===== src/rtl/serial_adder.sv =====
// Bit-serial adder/subtractor: one full-adder cell and a carry flop, LSB first.
// Optional signed-overflow output is enabled by defining SERIAL_ADDER_OVF_EN.
module serial_adder #(
  parameter int WIDTH = 8,
  parameter int CNT_W = $clog2(WIDTH + 1)
) (
  input  logic             clk,
  input  logic             rst_n,
  input  logic             start,
  input  logic             sub,
  input  logic [WIDTH-1:0] a,
  input  logic [WIDTH-1:0] b,
  input  logic             cin,
  output logic             busy,
  output logic             done,
  output logic [WIDTH-1:0] sum,
  output logic             cout
`ifdef SERIAL_ADDER_OVF_EN
  , output logic           ovf
`endif
);

  // Handshake: start is taken only when idle (busy=0); a, b, sub, cin are
  // captured on that edge. done pulses for one cycle when sum/cout update;
  // starts seen while busy are dropped.
  typedef enum logic [1:0] {IDLE, RUN, DONE} state_t;

  state_t           state;
  logic [WIDTH-1:0] a_sh;
  logic [WIDTH-1:0] b_sh;
  logic [WIDTH-1:0] res_sh;
  logic [WIDTH-1:0] res_next;
  logic [CNT_W-1:0] cnt;
  logic             carry;
  logic             bit_s;
  logic             bit_c;
  logic             last;
`ifdef SERIAL_ADDER_OVF_EN
  logic             msb_c;
`endif

  assign bit_s = a_sh[0] ^ b_sh[0] ^ carry;
  assign bit_c = (a_sh[0] & b_sh[0]) | (a_sh[0] & carry) | (b_sh[0] & carry);
  assign last  = (cnt == CNT_W'(WIDTH - 1));

  // New sum bit enters at the MSB so the result is aligned after WIDTH shifts.
  always_comb begin
    res_next            = res_sh >> 1;
    res_next[WIDTH-1]   = bit_s;
  end

  always_ff @(posedge clk or negedge rst_n) begin
    if (!rst_n) begin
      state  <= IDLE;
      a_sh   <= '0;
      b_sh   <= '0;
      res_sh <= '0;
      cnt    <= '0;
      carry  <= 1'b0;
      busy   <= 1'b0;
      done   <= 1'b0;
      sum    <= '0;
      cout   <= 1'b0;
`ifdef SERIAL_ADDER_OVF_EN
      msb_c  <= 1'b0;
      ovf    <= 1'b0;
`endif
    end else begin
      done <= 1'b0;
      case (state)
        IDLE: begin
          if (start) begin
            a_sh  <= a;
            b_sh  <= sub ? ~b : b;
            carry <= sub ? ~cin : cin;
            cnt   <= '0;
            busy  <= 1'b1;
            state <= RUN;
          end
        end
        RUN: begin
          res_sh <= res_next;
          a_sh   <= a_sh >> 1;
          b_sh   <= b_sh >> 1;
          carry  <= bit_c;
          cnt    <= cnt + 1'b1;
`ifdef SERIAL_ADDER_OVF_EN
          if (last) msb_c <= carry;
`endif
          if (last) state <= DONE;
        end
        DONE: begin
          sum   <= res_sh;
          cout  <= carry;
`ifdef SERIAL_ADDER_OVF_EN
          ovf   <= msb_c ^ carry;
`endif
          done  <= 1'b1;
          busy  <= 1'b0;
          state <= IDLE;
        end
        default: begin
          busy  <= 1'b0;
          state <= IDLE;
        end
      endcase
    end
  end

endmodule

===== config.mk =====
export PLATFORM = sky130hd
export DESIGN_NAME = serial_adder
export DESIGN_NICKNAME = d
export VERILOG_FILES = /design/src/rtl/serial_adder.sv
export SDC_FILE = /design/constraint.sdc
export NUM_CORES = 1
export LEC_CHECK = 0
export ABC_AREA = 1
export BUFFER_PORTS_ARGS = -buffer_cell sky130_fd_sc_hd__buf_4
export CAP_MARGIN = 15
export CORE_ASPECT_RATIO = 0.8
export CORE_MARGIN = 8
export CORE_UTILIZATION = 49
export DETAILED_ROUTE_END_ITERATION = 8
export PLACE_DENSITY = 0.74
export SLEW_MARGIN = 20
export SYNTH_ARGS = -nofsm -noshare
export SYNTH_HDL_FRONTEND = slang
export SYNTH_SLANG_ARGS = --single-unit

===== constraint.sdc =====
create_clock -name clk -period 1.2 [get_ports clk]
set_clock_uncertainty 0.05 [all_clocks]
set_input_delay 0.12 -clock clk [delete_from_list [all_inputs] [get_ports clk]]
set_output_delay 0.12 -clock clk [all_outputs]
set_load 0.1 [all_outputs]

==> impl_metrics.csv <==
group,metric,value,unit
global_routing,grt_max_degree,43,
route,drt_iter0_markers,83,
critical_path,crit_path_end_kind,"register",
cts,clock_path_buffers,2,
critical_path,slowest_delay,0.57,ns
cts,htreeDepth,2,
power,clkPwrFrac,17.5,%
cts,cts_setup_buffers,0,
critical_path,worstPathArrival,1.39,ns
global_routing,antenna_found_initial,0,
timing,period_needed,1.207,ns
global_routing,groute.usage.overall,13.62,%
cts,cts_sinks,42,
global_routing,grt_first_pass_wirelength,6.486,mm
floorplanning,core-area,3704,um2
worst_hold_path,hold_path_class,"primary input to register",
timing,period_share,100.6,%
layout,final_cell_area,2330,um2
route,wirelength,3.615,mm
critical_path,cp.depth,3,
synth,syn_area,1836,um2
outcome,violations,"setup timing",
power,netSwitchingFraction,45.24,%
cts,root_buffer,"clkbuf_8",
worst_hold_path,min_path_cells,4,
critical_path,crit_fanout,2,
global_routing,grt_pass1_vias,1429,
cts,clk_pin_slew_worst_paths,0.08,ns
synth,synthTopCellsByCount,"83 x nand2_1, 42 x dfrtp_1, 20 x nand3_1",
cts,clock_latency,0.29,ns
synth,yosysWarnings,0,
layout,fillerInstances,328,
cts,numCtsBuffers,5,
power,pwr-share-seq,37.4,%
route,vias,1405,
synth,synthTopCellsByArea,"dfrtp_1 57%, nand2_1 17%, nand3_1 5.5%, o21ai_0 4.1%, xor2_1 3.3%",
floorplanning,start_util,49.56,%
power,p_comb_share,45.2,%
synth,synth_cell_types,18,
critical_path,cpMaxStageDelayCell,"fa_2",
placement,io_buffers,31,
synth,synth_top_cell_by_area,"dfrtp_1",
synth,yosysMostFrequentCell,"nand2_1",
timing,worst_pin_slew,0.5101,ns
layout,finish.utilization,62.91,%
timing,fin_ws,-0.007055,ns
placement,gp_congestion,0.7435,
synth,async_reset_ff_share,100.0,%
placement,place_area,2106,um2
route,drt-pass1-iter-count,4,
synth,synth_edf_count,0,
synth,synth_compound_area_share,5.385,%
global_routing,grt_overflow,0,
synth,synth_seq_cells,42,
cts,tritoncts,"built",
job,max-cap-violations,0,
synth,synth_nets,228,
synth,yosysTopAreaCellShare,57.26,%
power,peakVddDrop,0.001605,V
synth,synth_top_family_by_area,"simple AND/OR/NAND/NOR gates",
layout,n_antenna_cell,0,
power,leakagePower,1.186,nW
floorplanning,die_area,5973,um2
critical_path,crit_required,1.38,ns
floorplanning,dieWidth,84.43,um
route,wl_per_cell,12.30,um
synth,synth_top_flop_cell,"dfrtp_1",
route,viasPerCell,4.779,
timing,setup_violations,2,
power,p_per_area,2698,nW/um2
layout,drive_gt1_share,25.20,%
synth,syn_inst,205,
layout,regArea,1064,um2
placement,dpl.hpwl,2.576,mm
power,internal_power,3.441,mW
synth,seq_area_frac_synth,57.26,%
synth,synth_xor_area_share,4.294,%
layout,fin_nets,272,
floorplanning,row_count,20,
critical_path,reg2reg_depth,3,
critical_path,cp_cell_sequence,"fa_2, nand2_1, o21ai_1",
synth,yosys.area_share.simple,23.93,%
critical_path,start_kind,"register",
critical_path,critPathBufInv,0,
route,final_antenna_net_count,0,
layout,multi_input_area,659.4,um2
outcome,status,"finished, violations left",
floorplanning,die_y,70.74,um
critical_path,path_class,"register to register",
floorplanning,ios,32,
power,p_switching,2.844,mW
route,drc,0,
timing,timing.fmax,0.8285,GHz
synth,synth.area.mux_share,0,%
timing,relSlewSlack,65.99,%
synth,synthAdderAreaFrac,1.772,%
timing,final_max_slew_viol_count,0,
timing,final_hold_viol_count,0,
critical_path,critPathTopFamily,"adder cells",
layout,area_delta_synth_final,26.93,%
timing,rsz0062_at_grt,"yes",
synth,avgSynthCellArea,8.954,um2
-- final timing paths --
check / startpoint / endpoint / slack [ns]
setup / recovery: a_sh[0] / res_sh[7] / -0.007
max in group asynchronous: rst_n / sum[0] / 0.43
hold reg to reg: res_sh[3] / res_sh[3] / 0.44
min in group asynchronous: rst_n / res_sh[4] / 0.29
setup reg to reg: a_sh[0] / res_sh[7] / -0.007
hold / removal: b[3] / b_sh[3] / 0.04
-- layout by cell type, fill, tap and decap left out --
cell           count
ha_1               1
nor2_1             2
nand2_4            1
inv_4              1
buf_4             35
o21ai_0           12
buf_6              2
nand3_1           20
o21ai_1            6
fa_2               1
inv_1             13
clkinv_2           2
dlygate4sd3_1      9
clkbuf_8           5
bufinv_16          1
dfrtp_2           10
xor2_1             7
nor2_2             1
nand2_1           83
inv_6              1
xnor2_1            2
o21ai_2            1
inv_2              1
nand3_2            1
dfrtp_1           32
-- cells by family (layout without fill, tap and decap cells) --
group	count (synthesis)	count (layout)
simple gates	108	108
xor+xnor	9	9
buf+inv	25	70
fa+ha+maj	2	2
compound gates	19	19
flops	42	42
-- routing by layer --
metal / vias to the layer above / share of wire [%] / routed length (um) / track usage, %
met4: 0 / 1.7 / 60 / 5.906
li1: 724 / - / - / -
met3: 7 / 4.5 / 163 / 4.514
met2: 25 / 46 / 1648 / 21.12
met5: - / 0 / 0 / 0
met1: 649 / 48 / 1743 / 16.95
-- cell type report --
type | count | share of cell area [%]
timing repair buffer | 46 | 16.11
tap | 44 | 2.363
clock inverter | 3 | 1.719
clock buffer | 5 | 2.954
sequential | 42 | 45.65
inverter | 16 | 2.900
multi-input combinational | 138 | 28.30
-- flip-flops by register name, indices dropped and copies added, names as in the netlist --
register and flops:
carry 1, sum 8, done 1, res_sh 8, state 2, b_sh 8
busy 1, a_sh 8, cout 1, cnt 4
-- worst min-delay path, cell delays in order --
cell     delay [ns]
buf_4          0.08
xor2_1         0.05
nand2_1        0.05
nand3_1        0.05
-- per-stage QoR --
stage	worst slack, ns	std cells	setup TNS, ns	hold WS (ns)	power [mW]
6_report	-0.007055	294	-0.007211	0.04493	6.285
5_1_grt	-0.07364	294	-0.1314	0.04651	6.688
4_1_cts	-0.03431	294	-0.06176	0.04854	6.257
3_5_place_dp	-0.07163	277	-0.07163	0.08196	5.141
3_3_place_gp	0.004318	277	0	0.08620	5.023
2_1_floorplan	0.02831	205	0	-0.2256	4.523
-- power groups by stage --
stage	clock (mW)	sequential, mW	combinational [mW]
after CTS	1.10	2.34	2.81
after floorplan	0	3.34	1.18
final	1.10	2.35	2.84
after detailed placement	0	2.37	2.77
after global placement	0	2.34	2.69
after global routing	1.18	2.42	3.09
-- what timing repair did --
action | 4_1_cts | 5_1_grt
pin swaps | 1 | 2
hold endpoints to repair | 50 | 0
endpoints found under the setup margin | 2 | 24
resized for setup | 1 | 12
hold buffers | 9 | 0
(Power assumes the default switching activity.)
